===== config.mk =====
export PLATFORM = sky130hd
export DESIGN_NAME = regfile_mp
export DESIGN_NICKNAME = d
export VERILOG_FILES = /design/src/rtl/mips_pkg.sv /design/src/rtl/regfile_scoreboard.sv /design/src/rtl/regfile_mp.sv
export SDC_FILE = /design/constraint.sdc
export NUM_CORES = 1
export LEC_CHECK = 0
export CAP_MARGIN = 20
export CORE_ASPECT_RATIO = 2
export CORE_MARGIN = 5
export CORE_UTILIZATION = 56
export CTS_CLUSTER_DIAMETER = 120
export DETAILED_ROUTE_END_ITERATION = 10
export PLACE_DENSITY = 0.75
export SLEW_MARGIN = 20
export SYNTH_ARGS = -nofsm -noshare
export SYNTH_HDL_FRONTEND = slang
export SYNTH_SLANG_ARGS = --single-unit
export TNS_END_PERCENT = 10

===== constraint.sdc =====
create_clock -name clk -period 3.3 [get_ports clk]
set_clock_uncertainty 0.1 [all_clocks]
set_input_delay 0.66 -clock clk [delete_from_list [all_inputs] [get_ports clk]]
set_output_delay 0.66 -clock clk [all_outputs]
set_load 0.03 [all_outputs]

===== src/rtl/mips_pkg.sv =====
// mips_pkg: shared types and default widths for the MIPS register file.
package mips_pkg;
   typedef enum logic {INIT, READY} state_t;
   localparam int ADDR_SIZE_DEF = 5;
   localparam int WORD_SIZE_DEF = 32;
endpackage


===== src/rtl/regfile_scoreboard.sv =====
// regfile_scoreboard: pending-write busy bits; claims set, writes clear, claim beats write.
import mips_pkg::*;
module regfile_scoreboard #(
   parameter int ADDR_SIZE = ADDR_SIZE_DEF,
   parameter int NUM_WR    = 1
) (
   input  logic                        clk,
   input  logic                        rst_n,
   input  logic                        i_set_en,
   input  logic [ADDR_SIZE-1:0]        i_set_addr,
   input  logic [NUM_WR-1:0]           i_clr_en,
   input  logic [NUM_WR*ADDR_SIZE-1:0] i_clr_addr,
   output logic [2**ADDR_SIZE-1:0]     o_busy
);
   logic [2**ADDR_SIZE-1:0] r_busy;
   logic [2**ADDR_SIZE-1:0] w_busy_nxt;
   always_comb begin
      w_busy_nxt = r_busy;
      for (int w = 0; w < NUM_WR; w++)
         if (i_clr_en[w]) w_busy_nxt[i_clr_addr[w*ADDR_SIZE +: ADDR_SIZE]] = 1'b0;
      if (i_set_en) w_busy_nxt[i_set_addr] = 1'b1;
   end
   always_ff @(posedge clk or negedge rst_n)
      if (!rst_n) r_busy <= '0;
      else        r_busy <= w_busy_nxt;
   assign o_busy = r_busy;
endmodule


===== src/rtl/regfile_mp.sv =====
// regfile_mp: multi-port register file with post-reset clear sequence,
// write-to-read bypass, hardwired r0 and a pending-write scoreboard.
import mips_pkg::*;
module regfile_mp #(
   parameter int ADDR_SIZE = ADDR_SIZE_DEF,
   parameter int WORD_SIZE = WORD_SIZE_DEF,
   parameter int NUM_RD    = 2,
   parameter int NUM_WR    = 1,
   parameter bit BYPASS    = 1'b1,
   parameter bit ZERO_REG  = 1'b1
) (
   input  logic                        clk,
   input  logic                        rst_n,
   input  logic [NUM_RD*ADDR_SIZE-1:0] rd_addr,
   output logic [NUM_RD*WORD_SIZE-1:0] rd_data,
   output logic [NUM_RD-1:0]           rd_busy,
   input  logic [NUM_WR-1:0]           wr_en,
   input  logic [NUM_WR*ADDR_SIZE-1:0] wr_addr,
   input  logic [NUM_WR*WORD_SIZE-1:0] wr_data,
   input  logic                        claim_en,
   input  logic [ADDR_SIZE-1:0]        claim_addr,
   output logic                        init_done
);
   localparam int DEPTH = 2**ADDR_SIZE;

   state_t                 r_state, w_state_nxt;
   logic [ADDR_SIZE-1:0]   r_cnt;
   logic [WORD_SIZE-1:0]   r_mem [DEPTH];
   logic                   w_ready;
   logic [NUM_WR-1:0]      w_wen;
   logic                   w_claim;
   logic [DEPTH-1:0]       w_busy;

   always_ff @(posedge clk or negedge rst_n)
      if (!rst_n) r_state <= INIT;
      else        r_state <= w_state_nxt;

   always_comb w_state_nxt = (r_state == INIT && r_cnt == '1) ? READY : r_state;

   always_comb init_done = (r_state == READY);

   always_ff @(posedge clk or negedge rst_n)
      if (!rst_n)              r_cnt <= '0;
      else if (r_state == INIT) r_cnt <= r_cnt + 1'b1;

   assign w_ready = init_done;

   // Writes and claims to r0 are dropped here so neither storage nor scoreboard sees them.
   always_comb begin
      w_wen = '0;
      for (int w = 0; w < NUM_WR; w++)
         w_wen[w] = w_ready & wr_en[w] & ~(ZERO_REG & (wr_addr[w*ADDR_SIZE +: ADDR_SIZE] == '0));
   end

   assign w_claim = w_ready & claim_en & ~(ZERO_REG & (claim_addr == '0));

   always_ff @(posedge clk)
      if (r_state == INIT) r_mem[r_cnt] <= '0;
      else
         for (int w = 0; w < NUM_WR; w++)
            if (w_wen[w]) r_mem[wr_addr[w*ADDR_SIZE +: ADDR_SIZE]] <= wr_data[w*WORD_SIZE +: WORD_SIZE];

   regfile_scoreboard #(.ADDR_SIZE(ADDR_SIZE), .NUM_WR(NUM_WR)) u_sb (
      .clk        (clk),
      .rst_n      (rst_n),
      .i_set_en   (w_claim),
      .i_set_addr (claim_addr),
      .i_clr_en   (w_wen),
      .i_clr_addr (wr_addr),
      .o_busy     (w_busy)
   );

   always_comb begin
      logic [ADDR_SIZE-1:0] w_a;
      logic [WORD_SIZE-1:0] w_d;
      logic                 w_hit;
      w_a     = '0;
      w_d     = '0;
      w_hit   = 1'b0;
      rd_data = '0;
      rd_busy = '0;
      for (int p = 0; p < NUM_RD; p++) begin
         w_a   = rd_addr[p*ADDR_SIZE +: ADDR_SIZE];
         w_d   = r_mem[w_a];
         w_hit = 1'b0;
         for (int w = 0; w < NUM_WR; w++)
            if (BYPASS && w_wen[w] && wr_addr[w*ADDR_SIZE +: ADDR_SIZE] == w_a) begin
               w_d   = wr_data[w*WORD_SIZE +: WORD_SIZE];
               w_hit = 1'b1;
            end
         rd_data[p*WORD_SIZE +: WORD_SIZE] = (w_ready && !(ZERO_REG && w_a == '0)) ? w_d : '0;
         rd_busy[p] = w_ready & w_busy[w_a] & ~(w_hit & ~(w_claim & (claim_addr == w_a)));
      end
   end
endmodule

==> impl_metrics.tcl <==
set metrics [dict create \
    post_drt_wl_per_cell_um 39.0 \
    final-seq-area_sq_um 31700 \
    layout_commonest_cell "edfxtp_1" \
    dr_total_vias 31300 \
    grt_pass1_wl_um 231000 \
    finish.instance_area_sq_um 62100 \
    synthSimpleGateAreaFrac 0.0249 \
    final.min_clock_period_ps 3640 \
    grt_antenna_before_repair 4 \
    holdCritStartpoint "u_sb.o_busy[0]" \
    status "complete, but fails checks" \
    ys.warnings.count 0 \
    dr.first_iter.drc_count 4362 \
    hold_slack_ps 304 \
    final_cell_count_no_fill 4219 \
    synth_cells 2480 \
    place_hpwl_um 106000 \
    die_area_sq_um 95700 \
    numCtsBuffers 90 \
    finalWirelength_um 164000 \
    slew_violations 0 \
    avgViaCountPerCell 7.41 \
    timing.final.hold_violations 0 \
    sink_of_the_worst_hold_path "u_sb.o_busy[0]" \
    cts_max_path_buffers 3 \
    track_usage 0.339 \
    worst_setup_hold_path_clk_slew_ps 70 \
    drive_gt1_frac 0.474 \
    endpoint_kind "output pin" \
    post_synth_num_cell_types 46 \
    synthAdderAreaFrac 0.000501 \
    path_class "reg -> out" \
    synth-seq-cells 1062 \
    htree_num_levels 3 \
    setup_repair_after_global_routing_missed_its_margin "true" \
    sum_of_overflow_across_all_layers_after_global_routing 0 \
    placeableCoreArea_sq_um 89000 \
    synth-edff-count 1024 \
    layout_common_cells "1,024 x edfxtp_1, 592 x mux4_2, 286 x buf_4" \
    startpoint_type "flop" \
    r2r_end "r_mem[1][13]" \
    crit_path_max_fanout 2 \
    ys.flop_type "edfxtp_1" \
    path_depth_of_the_worst_reg2reg_path 8 \
    timing.max_cap.violations 0 \
    placedInstanceArea_sq_um 57700 \
    multi_input_area_sq_um 18000 \
    insertion_delay_ps 700 \
    cts_sinks 1062 \
    drt-pass1-iter-count 6 \
    layout_setup_ws_ps -337 \
    finalSetupViolCount 66 \
    setup.reg_to_reg.worst_slack_ps 540 \
    vdd_ir_drop_max_mv 0.397 \
    row_count 155 \
    first_global_vias 32900 \
    synthesis.nets 2538 \
    die_y_um 433 \
    ys_async_sr_fraction 0.0358 \
    required_time_worst_endpoint_ps 2540 \
    total_leakage_power_nw 22.3 \
    timing.rr.start "init_done" \
    die_w_um 221 \
    worstMarginPinSlew_ps 1140 \
    io_buffers 122 \
    failed_checks "negative setup slack" \
    n_fill_cell 5181 \
    route.detailed.drc 0 \
    sequential_share_of_the_synthesized_area 0.634 \
    power.density_cell_area_nw_per_um2 477 \
    max_slew_margin 0.238 \
    synth_xor_area_frac 0.00403 \
    nNetsFinal 3020 \
    grt_start_max_net_pins 39 \
    share_of_the_synthesized_area_in_compound_gates_ao_oa_aoi_oai 0.0377 \
    cts.root.buffer_cell "clkbuf_16" \
    largest_family_of_logic_cells_by_synthesized_area "multiplexers" \
    ios 123 \
    syn_area_per_cell_sq_um 20.2 \
    synth_mux_area_frac 0.277 \
    whs_path_depth 0 \
    detail-route-antenna-nets 0 \
    min_period_over_period 1.10 \
    numPlacedInstances 3981 \
    syn_area_sq_um 50000 \
    cts_tree "built" \
    start_util 0.562 \
    area.growth.synth_to_final_pct 24.3 \
    gp_congestion 0.924 \
    max_freq_mhz 275 \
    worst_hold_path_type "reg -> reg" \
    worstPathArrival_ps 2880 \
]
==> final cells by class <==
class | count | area share
antenna | 5 | 0.000201
clock inverter | 60 | 0.0101
multi-input combinational | 1177 | 0.290
timing repair buffer | 596 | 0.125
sequential | 1062 | 0.510
clock buffer | 107 | 0.0380
inverter | 35 | 0.00211
tap | 1177 | 0.0237
==> logic make-up (layout without fill, tap and decap cells) <==
group                      after synthesis  count (layout)
xor gates and xnor gates                23              23
and+or+nand+nor                        246             246
buffers and inverters                  241             798
other                                    0               5
adders and majority gates                2               2
AOI/OAI and AO/OA                      265             265
DFF                                   1062            1062
muxes                                  641             641
==> timing repair <==
action / CTS / global route
buffers inserted: 29 / 30
endpoints found under the setup margin: 66 / 66
pin swaps: 11 / 19
resized for setup: 109 / 65
endpoints found under the hold margin: 38 / 0
hold buffers: 1 / 0
cloned: 6 / 4
==> worst max-delay path by stage <==
stage	from	end	depth (start not counted)
4_1_cts	r_mem[20][8]	rd_data[8]	5
3_3_place_gp	wr_addr[2]	rd_data[32]	8
3_5_place_dp	wr_addr[2]	rd_data[32]	8
2_1_floorplan	wr_addr[2]	r_mem[16][0]	7
6_report	r_mem[19][14]	rd_data[14]	6
5_1_grt	r_mem[19][14]	rd_data[14]	6
==> routing by layer <==
| layer | up-vias | track usage | wire [um] |
|---|---|---|---|
| li1 | 11800 | - | - |
| met4 | 4 | 0.249 | 15700 |
| met3 | 768 | 0.0701 | 16800 |
| met2 | 2611 | 0.575 | 83400 |
| met5 | - | 0 | 27 |
| met1 | 16100 | 0.379 | 48500 |
==> synthesized netlist by cell type (3+ instances only) <==
cell      count  area, sq um
nand3b_1      6         45.0
clkbuf_1    110          413
mux2_2        7         78.8
xnor2_1      10         87.6
buf_4        12         90.1
nand3_1      18         90.1
and3_1        4         25.0
edfxtp_1   1024        30700
mux2i_1      42          420
a22oi_1     127          953
buf_2        59          295
o21ai_0      60          300
xor2_1       13          114
o22ai_1      33          206
inv_1        35          131
dfrtp_1      38          951
and4_1        3         26.3
nand2_1      77          289
a221o_1      32          320
mux4_2      592        13300
and2_1       33          206
nand2b_1      4         25.0
nor4_1        3         18.8
buf_6        10          113
nor2b_1      38          238
nor2_1       47          176
buf_1        15         56.3
nor3_1        3         15.0
==> sequential cells by signal, indices dropped and copies added (netlist names) <==
name	cells
r_cnt	5
init_done	1
r_mem	1024
u_sb.o_busy	32
==> per-stage QoR <==
stage	setup slack (ps)	utilization	setup TNS (ps)	total power, mW
floorplan	-273	-	-258100	16.9
global placement	-646	0.648	-352020	18.5
detailed placement	-595	0.648	-358590	18.6
CTS	-355	0.691	-13330	29.5
global route	-383	0.698	-15910	30.4
finish	-337	0.698	-13220	29.6
==> power by group <==
| group | switching (mW) | internal, mW |
|---|---|---|
| Clock | 5.06 | 6.02 |
| Sequential | 0.0472 | 14.9 |
| Combinational | 1.92 | 1.74 |
==> critical path, cell delays in order, from the launching register on <==
cell and delay [ps]:
edfxtp_1 410, mux4_2 510, mux4_2 520, nor2b_4 160, buf_6 110, a221o_1 300
buf_12 150
Power figures use the tool's default switching activity.
